$ cat config.mk
export PLATFORM = sky130hd
export DESIGN_NAME = ir_key_entry
export DESIGN_NICKNAME = d
export VERILOG_FILES = /design/src/rtl/ir_key_entry.sv
export SDC_FILE = /design/constraint.sdc
export NUM_CORES = 1
export LEC_CHECK = 0
export BUFFER_PORTS_ARGS = -buffer_cell sky130_fd_sc_hd__buf_4
export CORE_MARGIN = 3
export CORE_UTILIZATION = 61
export DETAILED_ROUTE_END_ITERATION = 12
export PLACE_DENSITY = 0.84
export SYNTH_ARGS = -nofsm -noshare
export SYNTH_HDL_FRONTEND = slang
export SYNTH_SLANG_ARGS = --single-unit
$ cat constraint.sdc
create_clock -name clk -period 3.25 [get_ports clk]
set_input_delay 0.65 -clock clk [delete_from_list [all_inputs] [get_ports clk]]
set_output_delay 0.65 -clock clk [all_outputs]
set_load 0.01 [all_outputs]
$ cat src/rtl/ir_key_entry.sv
// IR remote keypad entry: debounces repeated codes, collects up to four BCD
// digits with BACK/CLEAR editing, and hands a completed entry to a consumer.
module ir_key_entry #(
  parameter int unsigned HOLDOFF    = 200000,
  parameter int unsigned MAX_DIGITS = 4
) (
  input  logic        clk,
  input  logic        rst_n,
  input  logic [7:0]  code,
  input  logic        press,
  input  logic        entry_ready,
  output logic [15:0] entry_value,
  output logic        entry_valid,
  output logic [2:0]  digit_cnt,
  output logic [15:0] buf_bcd,
  output logic        key_strobe,
  output logic        key_err
);

  localparam int unsigned HW = $clog2(HOLDOFF + 1);

  typedef enum logic [1:0] {IDLE, ENTRY, HOLD} state_t;
  typedef enum logic [2:0] {K_DIGIT, K_ENTER, K_BACK, K_CLEAR, K_UNKNOWN} kind_t;

  state_t        state;
  logic          press_q;
  logic [7:0]    last_code;
  logic [HW-1:0] hcnt;

  kind_t         kind_c;
  logic [3:0]    digit_c;
  logic          event_c;
  logic          accept_c;
  logic          reject_c;

  // Translate the remote's key code into a key class and digit value.
  always_comb begin
    kind_c  = K_UNKNOWN;
    digit_c = 4'h0;
    case (code)
      8'h16: begin kind_c = K_DIGIT; digit_c = 4'd0; end
      8'h0C: begin kind_c = K_DIGIT; digit_c = 4'd1; end
      8'h18: begin kind_c = K_DIGIT; digit_c = 4'd2; end
      8'h5E: begin kind_c = K_DIGIT; digit_c = 4'd3; end
      8'h08: begin kind_c = K_DIGIT; digit_c = 4'd4; end
      8'h1C: begin kind_c = K_DIGIT; digit_c = 4'd5; end
      8'h5A: begin kind_c = K_DIGIT; digit_c = 4'd6; end
      8'h42: begin kind_c = K_DIGIT; digit_c = 4'd7; end
      8'h52: begin kind_c = K_DIGIT; digit_c = 4'd8; end
      8'h4A: begin kind_c = K_DIGIT; digit_c = 4'd9; end
      8'h43: kind_c = K_ENTER;
      8'h44: kind_c = K_BACK;
      8'h45: kind_c = K_CLEAR;
      default: kind_c = K_UNKNOWN;
    endcase
  end

  // Classify a press edge as accepted, rejected, or silently dropped as a repeat.
  always_comb begin
    event_c  = press & ~press_q & ~((code == last_code) && (hcnt < HW'(HOLDOFF)));
    accept_c = 1'b0;
    reject_c = 1'b0;
    if (event_c) begin
      if (state == HOLD) begin
        reject_c = 1'b1;
      end else begin
        case (kind_c)
          K_DIGIT: accept_c = (digit_cnt < 3'(MAX_DIGITS));
          K_BACK:  accept_c = (digit_cnt != 3'd0);
          K_ENTER: accept_c = (digit_cnt != 3'd0);
          K_CLEAR: accept_c = 1'b1;
          default: accept_c = 1'b0;
        endcase
        reject_c = ~accept_c;
      end
    end
  end

  // Entry state machine, digit buffer, repeat holdoff and key pulses.
  always_ff @(posedge clk or negedge rst_n) begin
    if (!rst_n) begin
      state       <= IDLE;
      press_q     <= 1'b0;
      last_code   <= 8'h00;
      hcnt        <= HW'(HOLDOFF);
      buf_bcd     <= 16'h0000;
      digit_cnt   <= 3'd0;
      entry_value <= 16'h0000;
      entry_valid <= 1'b0;
      key_strobe  <= 1'b0;
      key_err     <= 1'b0;
    end else begin
      press_q    <= press;
      key_strobe <= accept_c;
      key_err    <= reject_c;

      if (accept_c) begin
        last_code <= code;
        hcnt      <= '0;
      end else if (hcnt < HW'(HOLDOFF)) begin
        hcnt <= hcnt + HW'(1);
      end

      case (state)
        IDLE, ENTRY: begin
          if (accept_c) begin
            case (kind_c)
              K_DIGIT: begin
                buf_bcd   <= {buf_bcd[11:0], digit_c};
                digit_cnt <= digit_cnt + 3'd1;
                state     <= ENTRY;
              end
              K_BACK: begin
                buf_bcd   <= {4'h0, buf_bcd[15:4]};
                digit_cnt <= digit_cnt - 3'd1;
                if (digit_cnt == 3'd1) state <= IDLE;
              end
              K_CLEAR: begin
                buf_bcd   <= 16'h0000;
                digit_cnt <= 3'd0;
                state     <= IDLE;
              end
              K_ENTER: begin
                entry_value <= buf_bcd;
                entry_valid <= 1'b1;
                state       <= HOLD;
              end
              default: state <= state;
            endcase
          end
        end
        HOLD: begin
          if (entry_valid && entry_ready) begin
            entry_valid <= 1'b0;
            buf_bcd     <= 16'h0000;
            digit_cnt   <= 3'd0;
            state       <= IDLE;
          end
        end
        default: state <= IDLE;
      endcase
    end
  end

endmodule

==> flow_metrics.tcl <==
set metrics [dict create \
    antenna_found_initial 0 \
    pwr-share-seq_pct 52.4 \
    drt-pass1-iter-count 4 \
    relSlewSlack_pct 45.0 \
    maxSlewViolCount 0 \
    syn2layout_area_growth_pct 17.2 \
    final_area_um2 4080 \
    drtIter0Drc 157 \
    hold_violations 0 \
    ant_nets 0 \
    start_kind "primary input" \
    timing.fmax_ghz 0.374 \
    cts_buffers 9 \
    clk_latency_ps 350 \
    cp.required_ps 3470 \
    gr-usage-all-layers_pct 24.7 \
    ys_seq_area_share_pct 48.3 \
    power_density_nw_per_um2 458 \
    dieArea_um2 6650 \
    cp_data_arrival_time_ps 2890 \
    cts_tree "done" \
    final_util_pct 77.0 \
    cts_sinks 67 \
    cts_max_level 3 \
    cp-end-kind "register" \
    rsz0062_at_grt "no" \
    wl_met3_um 524 \
    reg2reg_from "hcnt[8]$_DFFE_PN1P_" \
    synth_edf_count 0 \
    dp_slack_ps 221 \
    post-route-min-period_ps 2680 \
    drive_gt1_share_pct 21.3 \
    worstSetupPathType "primary input to register" \
    clkPwrFrac_pct 37.1 \
    grt_pass1_wl_um 12400 \
    netlist_area_um2 3480 \
    cts_resized 0 \
    vias 2656 \
    gp_congestion 0.838 \
    cts_hold_buf 0 \
    synth-seq-cells 67 \
    cts.clk_slew.worst_paths_ps 60 \
    syn_inst 328 \
    die_w_um 81.6 \
    ys.flop_type "dfrtp_1" \
    outcome "finished, final reports clean" \
    drv_cap 0 \
    ys_types 52 \
    finalCritPeriodShare_pct 82.3 \
    synthTopCellsByArea "dfrtp_1 44%, mux2_1 7.1%, xor2_1 5.3%, dfstp_2 4.5%, mux2i_1 4.3%" \
    synthesis.nets 345 \
    topRoutingLayerUsed "met4" \
    grt_max_degree 68 \
    start_util_pct 65.7 \
    peakVddDrop_mv 0.327 \
    antenna_cells 0 \
    clk_path_buf_depth 2 \
    netlist_top_cells_count "61 x dfrtp_1, 24 x nand2_1, 24 x nor2_1" \
    intPower_mw 1.39 \
    swShare_pct 25.5 \
    synth_most_common_cell "dfrtp_1" \
    r2r_slack_ps 650 \
    cts-root-buf "clkbuf_8" \
    layout_setup_ws_ps 574 \
    m1WireLength_um 3240 \
    tns_ps 0 \
    fin_skew_ps 7.70 \
    min_path_type "primary input to async pin" \
    grt_overflow 0 \
    placement.io_buffers 49 \
    wl_met2_um 3370 \
    ys_warn_count 0 \
    drc 0 \
    viasPerCell 5.89 \
    p_leak_nw 2.01 \
    dp_hpwl_um 4980 \
    setup_violations 0 \
    rr_worst_depth 8 \
    synth_largest_area_cell "dfrtp_1" \
    cp_max_fo 17 \
    r2r-end "digit_cnt[1]$_DFFE_PN0P_" \
    drt_wl_total_um 7250 \
    synth_top_area_share_pct 43.8 \
    tightest_slew_ps 825 \
    avgRoutedWirePerCell_um 16.1 \
    num_rows 26 \
    fp.coreArea_um2 5300 \
    io_pins 50 \
    fp.dieH_um 81.6 \
    ys_async_sr_fraction_pct 100 \
    avgSynthCellArea_um2 10.6 \
    pwr-share-comb_pct 10.4 \
    switchingPower_uw 477 \
    nets 393 \
    crit_start "code[3]" \
    cts_setup_buffers 0 \
    grt_pass1_vias 2548 \
    postPlaceCellArea_um2 3880 \
]
-- through the flow --
stage / power [mW] / hold slack [ps] / instances
final: 1.87 / 386 / 451
after global routing: 1.96 / 406 / 451
after CTS: 1.88 / 419 / 451
after detailed placement: 1.19 / 476 / 435
after global placement: 1.18 / 469 / 435
after floorplan: 1.12 / 354 / 328
-- sequential cells by signal, indices dropped and copies added, names as in the netlist --
name,flops
buf_bcd,16
digit_cnt,3
entry_valid,1
entry_value,16
hcnt,18
key_err,1
key_strobe,1
last_code,8
press_q,1
state,2
-- worst max-delay path, stage by stage --
cell and delay [ps]:
buf_4 160, or4_4 540, a211oi_2 230, nand2b_1 140, o2111a_2 340, and4_1 210
buf_4 250, mux2_1 360
-- power by group through the flow --
| stage | sequential (mW) | clock [mW] | combinational (mW) |
|---|---|---|---|
| 2_1_floorplan | 0.966 | 0 | 0.152 |
| 3_3_place_gp | 0.989 | 0 | 0.186 |
| 3_5_place_dp | 0.994 | 0 | 0.193 |
| 4_1_cts | 0.979 | 0.705 | 0.198 |
| 5_1_grt | 0.990 | 0.747 | 0.226 |
| 6_report | 0.981 | 0.695 | 0.195 |
-- final cells by class --
cell class | instances | area [µm²]
clock buffer | 14 | 163
fill | 361 | 1220
clock inverter | 2 | 35.0
sequential | 67 | 1680
multi-input combinational | 230 | 1650
tap | 70 | 87.6
timing repair buffer | 56 | 420
inverter | 12 | 45.0
-- cells by family (layout without fill, tap and decap cells) --
group | count (synthesis) | after routing | share of synthesized area (%)
XOR/XNOR | 22 | 22 | 5.53
flip-flops | 67 | 67 | 48.3
buffers and inverters | 31 | 84 | 4.38
multiplexers | 37 | 37 | 11.4
AND/OR/NAND/NOR | 115 | 115 | 17.7
AO/OA/AOI/OAI | 51 | 51 | 10.8
adder cells (fa/ha/maj) | 5 | 5 | 1.80
-- worst max-delay path by stage --
| stage | to | slack [ps] |
|---|---|---|
| 6_report | entry_value[12]$_DFFE_PN0P_ | 570 |
| 5_1_grt | entry_value[1]$_DFFE_PN0P_ | 470 |
| 4_1_cts | entry_value[12]$_DFFE_PN0P_ | 590 |
| 3_5_place_dp | entry_value[1]$_DFFE_PN0P_ | 220 |
| 3_3_place_gp | entry_value[7]$_DFFE_PN0P_ | 290 |
| 2_1_floorplan | entry_value[4]$_DFFE_PN0P_ | 640 |
-- cells in the final DEF (no fill, tap or decap), drive strengths merged, types with 8 or more instances in the layout --
cell    count
a21oi      15
buf        56
clkbuf     14
dfrtp      61
inv        12
mux2       22
mux2i      15
nand2      24
nand3      10
nand4       8
nor2       24
o21ai       8
xor2       21
-- routing by layer --
layer,vias up,GRT usage (%)
met5,-,0
met4,0,8.61
met3,14,7.02
met2,100,36.4
met1,1276,35.1
li1,1266,-
Power figures use the tool's default switching activity.
